===== src/rtl/mul_share_arb.sv =====
// mul_share_arb: shares one pipelined mul/shift unit between two requesters.
// Arbitration is round-robin, and at most one operation issues per cycle.
// A LATENCY-deep {valid, owner} pipe follows each op so that its result
// returns to the owner's held result registers. A squash discards the
// owner's in-flight work.
//
// Handshake: reqN is held until gntN. gntN is combinational in the same cycle,
// and the op is accepted on that clock edge. The requester then drops reqN, or
// keeps it high for a new op. A requester that is busy is never granted, so
// each requester has at most one op outstanding.
module mul_share_arb #(
  parameter int WIDTH   = 32,
  parameter int LATENCY = 1
) (
  input  logic             clk,
  input  logic             reset,
  input  logic             req0,
  input  logic             req1,
  input  logic [2:0]       op0,
  input  logic [2:0]       op1,
  input  logic [WIDTH-1:0] opA0,
  input  logic [WIDTH-1:0] opA1,
  input  logic [WIDTH-1:0] opB0,
  input  logic [WIDTH-1:0] opB1,
  input  logic [4:0]       sa0,
  input  logic [4:0]       sa1,
  input  logic             squash0,
  input  logic             squash1,
  output logic             gnt0,
  output logic             gnt1,
  output logic             busy0,
  output logic             busy1,
  output logic             done0,
  output logic             done1,
  output logic [WIDTH-1:0] hi0,
  output logic [WIDTH-1:0] lo0,
  output logic [WIDTH-1:0] sres0,
  output logic [WIDTH-1:0] hi1,
  output logic [WIDTH-1:0] lo1,
  output logic [WIDTH-1:0] sres1,
  output logic [WIDTH-1:0] u_opA,
  output logic [WIDTH-1:0] u_opB,
  output logic [4:0]       u_sa,
  output logic [2:0]       u_op,
  output logic             u_en,
  input  logic [WIDTH-1:0] u_hi,
  input  logic [WIDTH-1:0] u_lo,
  input  logic [WIDTH-1:0] u_sres
);

  logic               busy0_q, busy0_d, busy1_q, busy1_d;
  logic               done0_q, done1_q;
  logic               last_q, last_d;
  logic [LATENCY-1:0] pv_q, pv_d, po_q, po_d;
  logic [WIDTH-1:0]   hi0_q, lo0_q, sres0_q, hi1_q, lo1_q, sres1_q;
  logic               elig0, elig1, grant0, grant1, winner;
  logic               tail_kill, retire0, retire1;

  // Grants are suppressed while reset is held, so every output is 0 during reset.
  assign elig0 = req0 & ~busy0_q & ~squash0 & ~reset;
  assign elig1 = req1 & ~busy1_q & ~squash1 & ~reset;

  // Round-robin pick: under contention, the requester not granted last wins.
  always_comb begin
    grant0 = 1'b0;
    grant1 = 1'b0;
    if (elig0 && elig1) begin
      grant0 = last_q;
      grant1 = ~last_q;
    end else begin
      grant0 = elig0;
      grant1 = elig1;
    end
  end

  assign winner = grant1;
  assign last_d = (grant0 | grant1) ? winner : last_q;

  // Issue mux: drive the winner's operands, or all zeros when nothing issues.
  always_comb begin
    u_en  = 1'b0;
    u_op  = '0;
    u_opA = '0;
    u_opB = '0;
    u_sa  = '0;
    if (grant0) begin
      u_en  = 1'b1;
      u_op  = op0;
      u_opA = opA0;
      u_opB = opB0;
      u_sa  = sa0;
    end else if (grant1) begin
      u_en  = 1'b1;
      u_op  = op1;
      u_opA = opA1;
      u_opB = opB1;
      u_sa  = sa1;
    end
  end

  // Tracking pipe advance: stage 0 takes the new issue, and squashed owners' entries drop.
  always_comb begin
    pv_d    = '0;
    po_d    = '0;
    pv_d[0] = grant0 | grant1;
    po_d[0] = winner;
    for (int k = 1; k < LATENCY; k++) begin
      pv_d[k] = pv_q[k-1] & ~(po_q[k-1] ? squash1 : squash0);
      po_d[k] = po_q[k-1];
    end
  end

  // The tail retires unless its owner is squashed this cycle; squash wins.
  assign tail_kill = po_q[LATENCY-1] ? squash1 : squash0;
  assign retire0   = pv_q[LATENCY-1] & ~po_q[LATENCY-1] & ~tail_kill;
  assign retire1   = pv_q[LATENCY-1] &  po_q[LATENCY-1] & ~tail_kill;

  // Busy tracking: set on grant, clear on retire or squash.
  always_comb begin
    busy0_d = busy0_q;
    busy1_d = busy1_q;
    if (squash0)      busy0_d = 1'b0;
    else if (grant0)  busy0_d = 1'b1;
    else if (retire0) busy0_d = 1'b0;
    if (squash1)      busy1_d = 1'b0;
    else if (grant1)  busy1_d = 1'b1;
    else if (retire1) busy1_d = 1'b0;
  end

  // Control state: pointer, busy flags, done pulses and the tracking pipe.
  always_ff @(posedge clk or posedge reset) begin
    if (reset) begin
      last_q  <= 1'b1;
      busy0_q <= 1'b0;
      busy1_q <= 1'b0;
      done0_q <= 1'b0;
      done1_q <= 1'b0;
      pv_q    <= '0;
      po_q    <= '0;
    end else begin
      last_q  <= last_d;
      busy0_q <= busy0_d;
      busy1_q <= busy1_d;
      done0_q <= retire0;
      done1_q <= retire1;
      pv_q    <= pv_d;
      po_q    <= po_d;
    end
  end

  // Held result registers: capture the unit outputs on a retire for that owner.
  always_ff @(posedge clk or posedge reset) begin
    if (reset) begin
      hi0_q   <= '0;
      lo0_q   <= '0;
      sres0_q <= '0;
      hi1_q   <= '0;
      lo1_q   <= '0;
      sres1_q <= '0;
    end else begin
      if (retire0) begin
        hi0_q   <= u_hi;
        lo0_q   <= u_lo;
        sres0_q <= u_sres;
      end
      if (retire1) begin
        hi1_q   <= u_hi;
        lo1_q   <= u_lo;
        sres1_q <= u_sres;
      end
    end
  end

  assign gnt0  = grant0;
  assign gnt1  = grant1;
  assign busy0 = busy0_q;
  assign busy1 = busy1_q;
  assign done0 = done0_q;
  assign done1 = done1_q;
  assign hi0   = hi0_q;
  assign lo0   = lo0_q;
  assign sres0 = sres0_q;
  assign hi1   = hi1_q;
  assign lo1   = lo1_q;
  assign sres1 = sres1_q;

endmodule


===== config.mk =====
export PLATFORM = sky130hd
export DESIGN_NAME = mul_share_arb
export DESIGN_NICKNAME = d
export VERILOG_FILES = /design/src/rtl/mul_share_arb.sv
export SDC_FILE = /design/constraint.sdc
export NUM_CORES = 1
export LEC_CHECK = 0
export ABC_AREA = 1
export CORE_AREA = 5 5 199 201
export DETAILED_ROUTE_END_ITERATION = 16
export DIE_AREA = 0 0 204 206
export DONT_BUFFER_PORTS = 1
export SYNTH_ARGS = -nofsm -noshare
export SYNTH_HDL_FRONTEND = slang
export SYNTH_SLANG_ARGS = --single-unit

===== constraint.sdc =====
create_clock -name clk -period 11.45 [get_ports clk]
set_input_delay 2.29 -clock clk [delete_from_list [all_inputs] [get_ports clk]]
set_output_delay 2.29 -clock clk [all_outputs]
set_load 0.03 [all_outputs]

==> run summary <==
Following the worst setup path forward leads to its endpoint at u_op[0]. The worst IR drop on VDD came out at 0.0000969 V. The I/O pin count is 517. The number of cells on the worst reg-to-reg path came out at 6. The number of instances in the synthesized netlist is 1003. Excluding fillers, the count of instances in the completed layout stands at 1489. The post-synthesis average cell area came out at 8.97 sq um. In this run, post-CTS repair resized a total of 0 instances. The maximum number of pins on one net before global-route repair came out at 125. The length of the first detailed-routing pass in iterations came out at 5. Across the run, the number of max-cap violations was 0. The number of nets handed over by synthesis was 1249. The number of port buffers is 0. The number of filler instances in the final layout is 3974. The synthesized design spends more area on one cell type than any other, namely dfrtp_1. After routing the design area is 9840 sq um. The number of pins exceeding their max-slew limit in the final report came out at 0. The cell area after synthesis is 9000 sq um.

The min-delay analysis places its worst path in the category reg -> reg. The starting density of the core is 24.1%. The slack of the worst reg-to-reg path is 8.97 ns.

The share of the yosys chip area belonging to registers came out at 55.4%. The final clock period utilization by the worst path came out at 56.2%. The layout-stage area growth over the synthesis result came out at 9.34%. Synthesis inferred 199 register bits. The capturing element type of the critical path is an output pin. The first global-routing pass estimated 40.4 mm of wire. The library cells used most frequently in the layout, excluding fill and tap cells, are nand2_1, dfrtp_1, nand3_1, inv_1, o21ai_0.

TritonCTS built the clock tree. The most common cell after layout, fill and taps aside is nand2_1. The flow ran to the end, and the final reports show no timing, DRC or antenna violations. The post-placement cell count is 1450.

The die outline area came out at 42000 sq um. The final standard cell utilization of the core is 26.3%. The routed wire length per instance is 18.6 microns. The height of the die is 206 microns. The worst-path maximum fanout came out at 84.

The share of layout cells above drive strength 1 is 14.0%. The type of the worst setup path is in -> out. The launch point of the worst path is reset. The pin slew with the least headroom to its limit is 1.14 ns. The maximum buffer depth of the clock tree is 2.

The worst slack on hold paths is 0.527 ns. The total via count in the routed design is 6732. The upper clock frequency limit is 155 MHz. In this run, post-CTS hold repair placed 0 buffers. The endpoint identified for the worst register-to-register timing path is lo1[25]. The total congestion overflow after global routing came out at 0. The clock tree synthesis step divided the H-tree into 4 levels.

The number of buffers added by the clock tree synthesis step is 17. The insertion delay of the later-clocked pin in the worst-skew pair is 0.44 ns. During synthesis, Yosys emitted a total of 0 warnings.

The worst path required time is 9.16 ns. The post-layout worst setup margin came out at 5.01 ns. The total setup buffers inserted after CTS is 0.

The sum of internal, switching and leakage power is 2.25 mW. The number of endpoints failing setup at the final stage is 0. The clock period minus worst slack came out at 6.44 ns. The initial antenna violation count was 7. The clock drives 199 sinks. The portion of synthesized cell area occupied by the leading cell type is 55.1%. After routing, the total negative slack on setup checks comes to 0 ns. The sum of net half-perimeters after detailed placement is 21.3 mm. The clock transition at the registers of the reported paths came out at 0.08 ns.

Sorting the synthesized cells by area gives the leading types as dfrtp_1, nand2_1, o21ai_2, nand3_1, o21ai_0. The final net count came out at 1204. Across the routed clock network, the largest skew measured is 0.0138 ns.

For this design the ratio of total power to cell area is 229 nW/um^2. The core region area is 37400 sq um. The minimum setup slack after placement is 4.96 ns.

The final hold violation count came out at 0. The floorplan has 71 rows. In this run the critical register-to-register path is launched from pv_q. The count of unresolved DRC violations after routing came out at 0.

The die span in x is 204 microns. In this run, distinct cell masters in the synthesized netlist total 18. Measured against its own limit, the worst slew margin works out to 23.9%.

The total detailed-routing wirelength is 27.7 mm. The remaining antenna violation count after routing is 0. The violation count after the first detailed-route iteration is 554. The ratio of routed vias to standard cells is 4.52. The cell chosen for the clock root is clkbuf_16.

The area after detailed placement came out at 9230 sq um. The worst setup path is launched from an input pin. The weighted congestion reported at the end of routability-driven placement came out at 0.855. The total routing usage reported by global routing is 12.4%. STA puts the critical path data arrival time at 4.15 ns. The via count of the first global-routing pass was 6663.

The analysis attributes to cell leakage a power of 4.95 nW. Setup repair after global routing left no endpoint under its margin.
flip-flops by register name, summed over array words and instances, names as in the netlist:
name    flops
busy0       1
busy1       1
done0       1
done1       1
hi0        32
hi1        32
last_q      1
lo0        32
lo1        32
po_q        1
pv_q        1
sres0      32
sres1      32
cell families (layout without fill, tap and decap cells):
| group | count (synthesis) | in the layout | share of synthesized area [%] |
|---|---|---|---|
| compound gates | 193 | 193 | 14.3 |
| buf+inv | 181 | 149 | 10.1 |
| flops | 199 | 199 | 55.4 |
| other cells | 0 | 7 | 0 |
| simple gates | 430 | 430 | 20.2 |
critical path, stage by stage:
cell and delay, ns:
inv_8 0.38, nand2_1 0.19, nor2_4 0.11, buf_4 0.56, nand3_1 0.22, nand2_1 0.31
synth_stat cells, drive strengths merged:
library cell  number
o21ai            193
buf               57
dfstp              1
clkbuf            15
nor2               7
dfrtp            198
inv              109
nand2            274
nand3            149
cell type report:
| cell class | instances | area, sq um | area share [%] |
|---|---|---|---|
| clock buffers | 17 | 425 | 4.32 |
| diodes | 7 | 17.5 | 0.178 |
| multi-input cells | 623 | 3130 | 31.8 |
| clock inverters | 15 | 163 | 1.65 |
| inverters | 109 | 424 | 4.31 |
| repair buffers | 8 | 60.1 | 0.610 |
| flip-flops and latches | 199 | 4980 | 50.6 |
| well taps | 511 | 639 | 6.50 |
power by group:
group | internal (mW) | switching [mW] | leakage, nW
combinational | 0.100 | 0.178 | 2.15
sequential | 0.871 | 0.502 | 2.51
clock | 0.310 | 0.293 | 0.290
per-layer routing:
layer | wire (microns) | global-route usage [%]
met1 | 10100 | 14.2
met4 | 1190 | 6.82
met2 | 13800 | 20.3
met5 | 0 | 0
met3 | 2610 | 4.49
how the worst min path moves through the flow:
stage | slack (ns) | depth (start not counted) | endpoint | start
final | 0.53 | 2 | last_q | last_q
after detailed placement | 0.51 | 2 | last_q | last_q
after CTS | 0.53 | 2 | last_q | last_q
after floorplan | 0.48 | 2 | last_q | last_q
after global placement | 0.51 | 2 | last_q | last_q
after global routing | 0.55 | 2 | last_q | last_q
Power figures use the tool's default switching activity.
